## config.mk

```make
export PLATFORM = sky130hd
export DESIGN_NAME = uac_in_ep_scheduler
export DESIGN_NICKNAME = d
export VERILOG_FILES = /design/src/rtl/uac_in_ep_scheduler.sv
export SDC_FILE = /design/constraint.sdc
export NUM_CORES = 1
export LEC_CHECK = 0
export CAP_MARGIN = 30
export CORE_ASPECT_RATIO = 0.8
export CORE_MARGIN = 1
export CORE_UTILIZATION = 54
export DETAILED_ROUTE_END_ITERATION = 6
export GPL_ROUTABILITY_DRIVEN = 0
export PLACE_DENSITY_LB_ADDON = 0.15
export SYNTH_ARGS = -nofsm -noshare
export SYNTH_HDL_FRONTEND = slang
export SYNTH_SLANG_ARGS = --single-unit
```

## constraint.sdc

```tcl
create_clock -name i_clk60 -period 7 [get_ports i_clk60]
set_input_delay 2.1 -clock i_clk60 [delete_from_list [all_inputs] [get_ports i_clk60]]
set_output_delay 2.1 -clock i_clk60 [all_outputs]
set_load 0.005 [all_outputs]
```

## src/rtl/uac_in_ep_scheduler.sv

```systemverilog
// uac_in_ep_scheduler
// Multiplexes the isochronous IN (microphone) endpoints EP1..EP(NUM_EP) onto the
// single USB TX byte path. On every SOF each active slot steps a fractional
// samples-per-frame accumulator and computes that frame's packet length. When
// the USB core opens an IN transaction, the addressed slot's FWFT capture FIFO
// is streamed out byte by byte.
//
// TX handshake: a byte transfers in every cycle where o_usb_txval and
// i_usb_txpop are both high; that same cycle pulses o_ep_fifo_rd for the
// selected slot. i_usb_txpop without o_usb_txval is ignored, and o_usb_txval
// never depends on i_usb_txpop.

module uac_in_ep_scheduler #(
  parameter int NUM_EP       = 3,
  parameter int SAMPLE_BYTES = 4,
  parameter int LEN_W        = 12
) (
  input  logic                    i_clk60,
  input  logic                    i_reset_n,
  input  logic                    i_usb_busreset,
  input  logic                    i_usb_sof,
  input  logic [3:0]              i_usb_endpt_sel,
  input  logic                    i_usb_txact,
  input  logic                    i_usb_txpop,
  input  logic                    i_usb_txpktfin,
  input  logic [NUM_EP-1:0]       i_ep_active,
  input  logic [NUM_EP*8-1:0]     i_ep_spf_int,
  input  logic [NUM_EP*16-1:0]    i_ep_spf_frac,
  input  logic [NUM_EP*LEN_W-1:0] i_ep_fifo_level,
  input  logic [NUM_EP*8-1:0]     i_ep_fifo_dat,
  output logic [NUM_EP-1:0]       o_ep_fifo_rd,
  output logic                    o_usb_txval,
  output logic [7:0]              o_usb_txdat,
  output logic [LEN_W-1:0]        o_usb_txdat_len,
  output logic                    o_usb_txcork,
  output logic [NUM_EP-1:0]       o_ep_underrun,
  output logic                    o_dbg_state
);

  localparam int IDX_W = (NUM_EP > 1) ? $clog2(NUM_EP) : 1;

  typedef enum logic {
    ST_IDLE = 1'b0,
    ST_SEND = 1'b1
  } state_t;

  state_t            state;
  logic [IDX_W-1:0]  cur_k;
  logic [IDX_W-1:0]  sel_idx;
  logic [IDX_W-1:0]  sel_idx_q;
  logic [LEN_W-1:0]  cnt;
  logic [LEN_W-1:0]  len_lat;

  // Per-slot registered state
  logic [15:0]       acc_q      [NUM_EP];
  logic [LEN_W-1:0]  len_q      [NUM_EP];
  logic [LEN_W-1:0]  pend_len_q [NUM_EP];
  logic [NUM_EP-1:0] primed_q;
  logic [NUM_EP-1:0] sent_q;
  logic [NUM_EP-1:0] pend_q;
  logic [NUM_EP-1:0] underrun_q;

  // Per-slot unpacked inputs and rate computation
  logic [7:0]        spf_int    [NUM_EP];
  logic [15:0]       spf_frac   [NUM_EP];
  logic [LEN_W-1:0]  fifo_level [NUM_EP];
  logic [7:0]        fifo_dat   [NUM_EP];
  logic [16:0]       acc_sum    [NUM_EP];
  logic [LEN_W-1:0]  target     [NUM_EP];
  logic [LEN_W-1:0]  new_len    [NUM_EP];
  logic [NUM_EP-1:0] short_fr;
  logic [NUM_EP-1:0] step_en;
  logic [NUM_EP-1:0] in_send;

  logic              rst;
  logic              leave;
  logic              sel_ok;
  logic [LEN_W-1:0]  sel_len_now;
  logic              sel_cork_now;
  logic [LEN_W-1:0]  lat_len;
  logic              pop_ok;

  assign rst           = !i_reset_n || i_usb_busreset;
  assign o_ep_underrun = underrun_q;
  assign o_dbg_state   = (state == ST_SEND);

  // Unpack per-slot buses and compute each slot's length for the coming frame
  always_comb begin
    for (int k = 0; k < NUM_EP; k++) begin
      spf_int[k]    = i_ep_spf_int[k*8 +: 8];
      spf_frac[k]   = i_ep_spf_frac[k*16 +: 16];
      fifo_level[k] = i_ep_fifo_level[k*LEN_W +: LEN_W];
      fifo_dat[k]   = i_ep_fifo_dat[k*8 +: 8];
      acc_sum[k]    = {1'b0, acc_q[k]} + {1'b0, spf_frac[k]};
      // Carry out of the fractional accumulator adds one extra sample this frame
      target[k]     = LEN_W'((32'(spf_int[k]) + 32'(acc_sum[k][16])) * SAMPLE_BYTES);
      short_fr[k]   = (fifo_level[k] < target[k]);
      new_len[k]    = short_fr[k] ? '0 : target[k];
      step_en[k]    = i_usb_sof && i_ep_active[k];
      in_send[k]    = (state == ST_SEND) && (cur_k == IDX_W'(k));
    end
  end

  // Decode the addressed endpoint into length/cork for this cycle and for the latch
  always_comb begin
    sel_ok       = (i_usb_endpt_sel != 4'd0) && (32'(i_usb_endpt_sel) <= NUM_EP);
    sel_idx      = IDX_W'(i_usb_endpt_sel - 4'd1);
    sel_len_now  = '0;
    sel_cork_now = 1'b1;
    lat_len      = '0;
    for (int k = 0; k < NUM_EP; k++) begin
      if (sel_ok && (sel_idx == IDX_W'(k))) begin
        sel_len_now  = (primed_q[k] && !sent_q[k]) ? len_q[k] : '0;
        sel_cork_now = !(i_ep_active[k] && primed_q[k]);
      end
      // An already-sent slot answers with a zero-length packet, not a NAK
      if (sel_idx_q == IDX_W'(k)) begin
        lat_len = (primed_q[k] && !sent_q[k]) ? len_q[k] : '0;
      end
    end
  end

  // TX datapath: valid while bytes remain, FIFO pop only on an accepted byte
  always_comb begin
    o_usb_txval  = (state == ST_SEND) && (cnt < len_lat);
    pop_ok       = o_usb_txval && i_usb_txpop && !rst;
    leave        = (state == ST_SEND) && (i_usb_txpktfin || !i_usb_txact);
    o_ep_fifo_rd = '0;
    o_usb_txdat  = '0;
    for (int k = 0; k < NUM_EP; k++) begin
      if (in_send[k]) begin
        o_usb_txdat     = fifo_dat[k];
        o_ep_fifo_rd[k] = pop_ok;
      end
    end
  end

  // Selection registers, TX FSM and per-slot frame bookkeeping
  always_ff @(posedge i_clk60) begin
    if (rst) begin
      state           <= ST_IDLE;
      cur_k           <= '0;
      sel_idx_q       <= '0;
      cnt             <= '0;
      len_lat         <= '0;
      o_usb_txdat_len <= '0;
      o_usb_txcork    <= 1'b1;
      primed_q        <= '0;
      sent_q          <= '0;
      pend_q          <= '0;
      underrun_q      <= '0;
      for (int k = 0; k < NUM_EP; k++) begin
        acc_q[k]      <= '0;
        len_q[k]      <= '0;
        pend_len_q[k] <= '0;
      end
    end else begin
      sel_idx_q       <= sel_idx;
      o_usb_txdat_len <= sel_len_now;
      o_usb_txcork    <= sel_cork_now;

      case (state)
        ST_IDLE: begin
          if (i_usb_txact && !o_usb_txcork) begin
            state   <= ST_SEND;
            cur_k   <= sel_idx_q;
            len_lat <= lat_len;
            cnt     <= '0;
          end
        end
        ST_SEND: begin
          if (pop_ok) begin
            cnt <= cnt + LEN_W'(1);
          end
          if (leave) begin
            state <= ST_IDLE;
          end
        end
        default: state <= ST_IDLE;
      endcase

      for (int k = 0; k < NUM_EP; k++) begin
        if (step_en[k] && short_fr[k]) begin
          underrun_q[k] <= 1'b1;
        end
        if (!i_ep_active[k] && !in_send[k]) begin
          // Inactive slot is parked; deactivation waits for the packet to end
          acc_q[k]    <= '0;
          len_q[k]    <= '0;
          primed_q[k] <= 1'b0;
          sent_q[k]   <= 1'b0;
          pend_q[k]   <= 1'b0;
        end else begin
          if (step_en[k]) begin
            acc_q[k] <= acc_sum[k][15:0];
          end
          if (!in_send[k]) begin
            if (step_en[k]) begin
              len_q[k]    <= new_len[k];
              primed_q[k] <= 1'b1;
              sent_q[k]   <= 1'b0;
            end
          end else if (!leave) begin
            // Packet in flight keeps its length; park the new frame's result
            if (step_en[k]) begin
              pend_q[k]     <= 1'b1;
              pend_len_q[k] <= new_len[k];
            end
          end else if (step_en[k]) begin
            len_q[k]    <= new_len[k];
            primed_q[k] <= 1'b1;
            sent_q[k]   <= 1'b0;
            pend_q[k]   <= 1'b0;
          end else if (pend_q[k]) begin
            len_q[k]    <= pend_len_q[k];
            primed_q[k] <= 1'b1;
            sent_q[k]   <= 1'b0;
            pend_q[k]   <= 1'b0;
          end else if (i_usb_txpktfin) begin
            // Abort (txact drop) leaves sent clear so the host may retry
            sent_q[k] <= 1'b1;
          end
        end
      end
    end
  end

endmodule
```

Yosys cells after proc, flatten, opt, wreduce, memory -nomap -nowiden:

Memory sizes are Yosys's and may differ from the RTL's.
Index checks and enable logic that the tools add are counted.

* latch bits: 0
* output and inout port bits: 29
* register bits after elaboration: 54
* input bits: 146
* bits in writable memories: 117
* word-level logic and storage cells: 311
* memories: 3
* memory bits (read-only): 0

* reduce and logical (&&, ||, !) cells: 69
* magnitude comparators: 5
* multiplexer cells: 168
* $mul: 0
* equality and inequality tests: 17
* add/subtract/negate cells: 8
* shifts and indexed selects: 0
* bitwise gates (word level): 22
* div/mod/pow operators: 0

Memory list
* acc_q: words 3, width 16, rd ports 3, clocked after Yosys merged registers in 0, wr ports 3, line 55 `logic [15:0] acc_q [NUM_EP];`
* len_q: words 3, width 12, rd ports 3, clocked after Yosys merged registers in 0, wr ports 3, line 56 `logic [LEN_W-1:0] len_q [NUM_EP];`
* pend_len_q: words 3, width 11, rd ports 3, clocked after Yosys merged registers in 0, wr ports 3, line 57 `logic [LEN_W-1:0] pend_len_q [NUM_EP];`

Operators by type and width (count)
* two-way mux 12 bit: 23
* two-way mux 1 bit: 128
* two-way mux 16 bit: 6
* two-way mux 11 bit: 6
* adder 16 x 16 -> 17 bit: 3
* < comparator 12 x 11 -> 1 bit: 3
* adder 8 x 1 -> 9 bit: 3
* logical AND 1 bit: 27
* two-way mux 8 bit: 3
* one-hot mux 12 bit (2 select lines): 1
* bitwise OR 1 bit: 21
* AND reduction 3 bit: 6
* logical NOT 1 bit: 16
* adder 12 x 1 -> 12 bit, second input constant: 1
* < comparator 12 bit: 1
* inequality test 4 bit, second input constant: 3
* nonzero test 2 bit: 6
* AND reduction 2 bit: 5
* inequality test 3 bit, second input constant: 3
* inequality test 2 x 1 -> 1 bit, second input constant: 4
* equality test 2 x 1 -> 1 bit, second input constant: 3
* equality test 2 bit, second input constant: 3
* logical NOT 2 bit: 3
* OR reduction 2 bit: 3
* other kinds (7): 8

Longest topological paths before layout:

* word-level depth: 11
* mapped depth: 20
* gate-level depth less buffers: 19

Least setup slack after synthesis:

OpenSTA, ideal clock, no wires.

* path kind: input to register
* from: input i_ep_spf_frac[32]
* to: memory len_q[2][10], data pin
* path slack: 881 ps
* setup time: 263 ps
* stages: 19
* data arrival time: 5855 ps
* buffers on the path: 1
* required time: 6737 ps
* cells stage by stage: ha_1 fa_1 a21oi_1 o211ai_2 a311oi_2 o211ai_1 a21oi_2 o21ai_0 ha_1 and4_1 nand4_1 xor2_1 ha_1 a21o_1 a211o_1 a41oi_1 or3_1 clkbuf_1 o21ai_1

RTL lines
* from (decl): line 28 `input logic [NUM_EP*16-1:0] i_ep_spf_frac,`
* to (decl): line 56

==> summary.txt <==
Design area: 12200 sq um
Vias/cell: 5.87
Final Worst Setup Slack: 0.398 ns
Remaining DRCs: 0
Final Power: 2.18 mW
Synthesis-stage register bit count: 150
Core area: 17400 sq um
Number of fill cells: 1393
Count of antenna-violating nets left after detailed routing: 0
Reg2reg path depth: 18
Total I/O pin count: 175
Initial antenna violation count: 0
PD cells: 180 nW/um^2
Worst R2R Setup Slack: 2.11 ns
Post-route minimum period: 6.60 ns
Fin nets: 1425
Hold-fix buffers, CTS: 0
Register area: 4020 sq um
Pleak: 4.77 nW
Predominant post-synthesis flop cell: edfxtp_1
RR Startpoint: acc_q[1][0]
Setup Viol. Count Final: 0
WHS Path Cells: 1
Simple-gate share of the synthesized area: 17.4%
Die Width: 152 um
Reg power frac: 45.1%
Cts repair resizes: 0
Clock Tree Buf Depth: 2
Global Route Usage Sum: 26.7%
Yosys cell types: 77
Mapped cell area: 9660 sq um
Mux cell area share after synthesis: 1.35%
Htree depth: 4
Placed instance count: 1391
Main combinational cell family by area after synthesis: compound AO/OA/AOI/OAI gates
PortBufs: 165
Detailed-placement wirelength estimate: 18100 um
Row count: 43
Layout cell share with drive strength beyond 1: 6.93%
Max Clock Freq: 151 MHz
Worst reg2reg path endpoint: len_q[1][2]
Post-Place Setup Slack: -0.00320 ns
Startpoint Class: primary input
Die area: 18400 sq um
Transition time of the tightest slew-check pin: 0.951 ns
Starting Density: 55.4%
Detailed Route WL: 24000 um
Fin Hold WS: 0.477 ns
Post-CTS Repair Setup Buffers: 0
Sw Ratio: 25.6%
P&R area growth vs syn: 25.8%
Average cell area after synthesis: 9.53 sq um
Register area share after synthesis: 41.6%
Synth area leaders: edfxtp_1, ha_1, dfxtp_1
Hold Path Sink: o_ep_underrun[0]
Worst min path class: register to register
Arrival @ worst endpoint: 6.77 ns
Fin util: 69.7%
Sink Count: 150
DIE HEIGHT: 122 um
First-pass GRT wire length: 38000 um
Clock share of power: 40.0%
Avg WL per Cell: 16.8 um
CTS tree: done
Cells after Synth: 1014
Status: complete, no violations
CTS root buffer: clkbuf_16
Largest net degree at the start of global routing: 37
Slowest stage delay, CP: 0.42 ns
Clk pin slew, worst setup/hold paths: 0.07 ns
First-pass DRT Iterations: 5
Element type at the critical path end: register
Number of global-route vias before repair: 7763
Max stage delay cell, worst path: fa_1
Tcrit/Tclk final: 94.3%
Max-slew violations: 0
Overflow after GRT: 0
Post-synth top area share: 31.7%
Worst setup path class: primary input to register
1st-iter DRT viols: 638
Power share of the combinational group: 14.9%
Ys async rst share: 0%
Synth Area in Adders: 12.4%
Area after DPL: 11600 sq um
YS warnings: 0
Final hold violations: 0
Worst clock skew: 0.0136 ns
Finished Layout Cells: 1423
Via count: 8351
Setup TNS: 0 ns
RSZ-0062 raised after global routing: no
Clk_lat worst skew: 0.44 ns
Peak VDD IR: 0.172 mV
EDFF count, synth: 102
Internal power: 1.63 mW
Crit Path Max Fanout: 9
Synth area leader: edfxtp_1
Worst path required time: 7.17 ns
Maximum capacitance violations: 0
Worst hold path startpoint: o_ep_underrun[0]
Post-Synth XOR/XNOR Area: 4.71%
CTS Buf Count: 17
Multi-input gate area: 5380 sq um
Compound-Gate Fraction of Synth Area: 19.6%
ANT cells: 0
Crit-path cells: clkdlybuf4s50_1 > ha_1 > fa_1 > a21o_1 > a221oi_2 > o2111ai_2 > a41oi_2 > o21ai_0 > buf_4 > ha_1 > and4_1 > nand4_1 > xor2_1 > ha_1 > a21o_1 > a211oi_1 > o21ai_0 > nand4_1 > o21ai_0
Relative slew slack: 36.5%
NetSw: 0.559 mW
-- cell usage in the layout, fill, tap and decap left out, types with 12 or more instances in the layout --
master / n
a211oi_1: 28
a21o_1: 26
a21oi_1: 65
a31oi_1: 24
buf_4: 22
clkbuf_16: 17
clkdlybuf4s50_1: 165
dfxtp_1: 48
edfxtp_1: 102
ha_1: 91
inv_1: 23
mux2i_1: 13
nand2_1: 98
nand2b_1: 12
nand3_1: 25
nor2_1: 142
o21ai_0: 53
o21ai_1: 14
xnor2_1: 23
xor2_1: 29
-- synthesized netlist by cell type (4+ instances only) --
master	n
nand2_1	98
edfxtp_1	102
inv_1	23
clkbuf_1	16
ha_1	91
mux2i_1	13
o21ai_1	13
a21oi_1	65
a31oi_1	24
nand4_1	10
nor2_1	142
a32oi_1	10
nand3_1	25
a21o_1	26
o211ai_1	11
dfxtp_1	48
nor3_1	11
and2_1	8
o21ai_0	54
xor2_1	29
or3_1	7
buf_1	4
xnor2_1	23
buf_4	4
buf_2	15
a211oi_1	28
o21a_1	6
a2bb2oi_1	11
and3_1	7
and4_1	4
nor2b_1	7
nand2b_1	12
a41oi_1	5
-- state kept, by name, summed over array words and instances, names as in the netlist --
| register | flops |
|---|---|
| acc_q | 48 |
| cnt | 12 |
| cur_k | 2 |
| len_lat | 9 |
| len_q | 27 |
| o_dbg_state | 1 |
| o_ep_underrun | 3 |
| o_usb_txcork | 1 |
| o_usb_txdat_len | 9 |
| pend_len_q | 27 |
| pend_q | 3 |
| primed_q | 3 |
| sel_idx_q | 2 |
| sent_q | 3 |
-- cell type report --
cell class | instances | area share (%)
well taps | 225 | 2.32
repair buffers | 189 | 15.0
multi-input cells | 803 | 44.2
clock buffers | 17 | 3.50
clock inverters | 15 | 1.06
flip-flops and latches | 150 | 33.1
inverters | 24 | 0.741
-- cell families (layout without fill, tap and decap cells) --
group | after synthesis | count (layout)
mux | 13 | 13
buf+inv | 63 | 245
simple gates | 357 | 357
compound gates | 284 | 284
flops | 150 | 150
other cells | 1 | 3
xor+xnor | 52 | 52
fa+ha+maj | 94 | 94
-- power by group through the flow --
| stage | clock network (mW) | logic [mW] | registers (mW) |
|---|---|---|---|
| 3_3_place_gp | 0 | 0.311 | 1.00 |
| 4_1_cts | 0.879 | 0.324 | 0.985 |
| 2_1_floorplan | 0 | 0.183 | 0.997 |
| 3_5_place_dp | 0 | 0.320 | 1.00 |
| 5_1_grt | 0.916 | 0.358 | 0.987 |
| 6_report | 0.873 | 0.326 | 0.985 |
-- per-layer routing --
| layer | global-route usage (%) | share of wire, % | vias up |
|---|---|---|---|
| met5 | 0 | 0 | - |
| met4 | 7.67 | 1.3 | 0 |
| met3 | 4.94 | 6.6 | 25 |
| met2 | 41.4 | 46 | 302 |
| met1 | 38.0 | 47 | 3918 |
| li1 | - | - | 4106 |
-- worst max-delay path, delay by kind of cell --
kind                       cells  cell delay, ns
and+or+nand+nor                3            0.64
buffers and inverters          2            0.57
adders and majority gates      4            1.18
xor gates and xnor gates       1            0.21
AOI/OAI and AO/OA              9            2.06
-- worst max path at each step --
| stage | slack [ns] | end | startpoint | cells after the start |
|---|---|---|---|---|
| 5_1_grt | 0.05 | len_q[1][5] | i_ep_spf_frac[16] | 19 |
| 3_5_place_dp | -0.003 | len_q[1][2] | i_ep_spf_frac[16] | 19 |
| 3_3_place_gp | 0.13 | len_q[1][7] | i_ep_spf_frac[16] | 19 |
| 2_1_floorplan | 0.88 | len_q[2][10] | i_ep_spf_frac[32] | 19 |
| 4_1_cts | 0.43 | len_q[1][2] | i_ep_spf_frac[16] | 19 |
| 6_report | 0.40 | len_q[1][2] | i_ep_spf_frac[16] | 19 |
(Power assumes the default switching activity.)
==> edit: new RTL, same flow settings <==
Take the reset off `o_usb_txdat_len` and load it in a clocked block of its own.
--- a/src/rtl/uac_in_ep_scheduler.sv
+++ b/src/rtl/uac_in_ep_scheduler.sv
@@ -145,3 +145,2 @@
       len_lat         <= '0;
-      o_usb_txdat_len <= '0;
       o_usb_txcork    <= 1'b1;
@@ -158,3 +157,2 @@
       sel_idx_q       <= sel_idx;
-      o_usb_txdat_len <= sel_len_now;
       o_usb_txcork    <= sel_cork_now;
@@ -227,2 +225,6 @@
 
+  always_ff @(posedge i_clk60) begin
+    o_usb_txdat_len <= sel_len_now;
+  end
+
 endmodule
Check against the original RTL: not equivalent (a bounded check fails within 4 cycles, from zero or initial values; the reset may be asserted at any time).
==> edit against the unedited design <==
The flow now finishes with violations (design-rule violations); design area increased by 1.5%; synthesized area up 1.3%; sequential share of layout area fell by 0.49 points; combinational power increased by 2%; non-clock buffer count fell by 10; routed wire length is 0.27% higher; sequential cell count did not move; register-to-register slack better by 0.06 ns; worst setup slack better by 0.022 ns; power up 8.6%; clock power is 20% higher; synthesized cell count increased by 3.0%; via count barely moved; critical path type unchanged; largest cell class unchanged.
==> edit: results (changes against the unedited design) <==
Failing checks = design-rule violations
VDD IR max = 0.000133 V (was 0.000172 V)
Top cells by count, synth = nor2_1, nand2_1, edfxtp_1 (was nor2_1, edfxtp_1, nand2_1)
CP startpoint = i_ep_spf_frac[32] (was i_ep_spf_frac[16])
FILL cells = 1425 (was 1393)
Worst slack, placed = 0.0587 ns (was -0.00320 ns)
Int Pwr = 1.81 mW (was 1.63 mW)
# DRC = 7 (was 0)
Initial antenna violation count = 1 (was 0)
Layout cells sized above 1 = 6.49% (was 6.93%)
DP HPWL = 18000 um (was 18100 um)
Met1 Resource Use GR = 35.7% (was 38.0%)
Via count = 8357 (was 8351)
Status = finished, violations left (was finished, final reports clean)
Reg-to-reg startpoint = acc_q[2][0] (was acc_q[1][0])
Placed Area = 11700 um2 (was 11600 um2)
Met2 routed WL = 11200 um (was 10900 um)
Vias in the first global route = 7910 (was 7763)
Largest net degree at the start of global routing = 26 (was 37)
DRT iter0 DRCs = 644 (was 638)
Final Skew = 0.0110 ns (was 0.0136 ns)
Final setup margin = 0.420 ns (was 0.398 ns)
CP max stage cell = clkdlybuf4s50_1 (was fa_1)
Power after layout = 2.37 mW (was 2.18 mW)
Syn avg cell area = 9.37 um2 (was 9.53 um2)
Share of the yosys chip area belonging to registers = 41.1% (was 41.6%)
Total Routing Usage GR = 26.3% (was 26.7%)
Routed wl met3 = 1300 um (was 1590 um)
Met1 WL = 11300 um (was 11200 um)
DP Cell Count = 1411 (was 1391)
Drt pass-1 iters = 7 (was 5)
Slew headroom = 26.4% (was 36.5%)
Worst Path Arrival = 6.73 ns (was 6.77 ns)
-- edit: critical path, delay by kind of cell --
family | cells | cell delay (ns)
xor gates and xnor gates | 1 | 0.23
AOI/OAI and AO/OA | 10 | 1.98
adders and majority gates | 4 | 1.21
buffers and inverters | 1 | 0.42
and+or+nand+nor | 4 | 0.79
-- edit: layout make-up --
type | count | area [um2] | area share (%)
flip-flops and latches | 150 | 4020 | 32.6
repair buffers | 179 | 1760 | 14.3
diodes | 1 | 2.50 | 0.0203
well taps | 225 | 282 | 2.28
inverters | 27 | 101 | 0.822
clock buffers | 17 | 425 | 3.45
multi-input cells | 830 | 5490 | 44.5
clock inverters | 15 | 249 | 2.02
-- edit: kinds of logic after synthesis --
kind of cell    count (synthesis)  synth area share (%)
flops                         150                  41.1
mux                            15                  1.53
other cells                     1                0.0383
buf+inv                        66                  2.84
fa+ha+maj                      94                  12.2
xor+xnor                       43                  3.85
compound gates                285                  19.2
simple gates                  390                  19.2
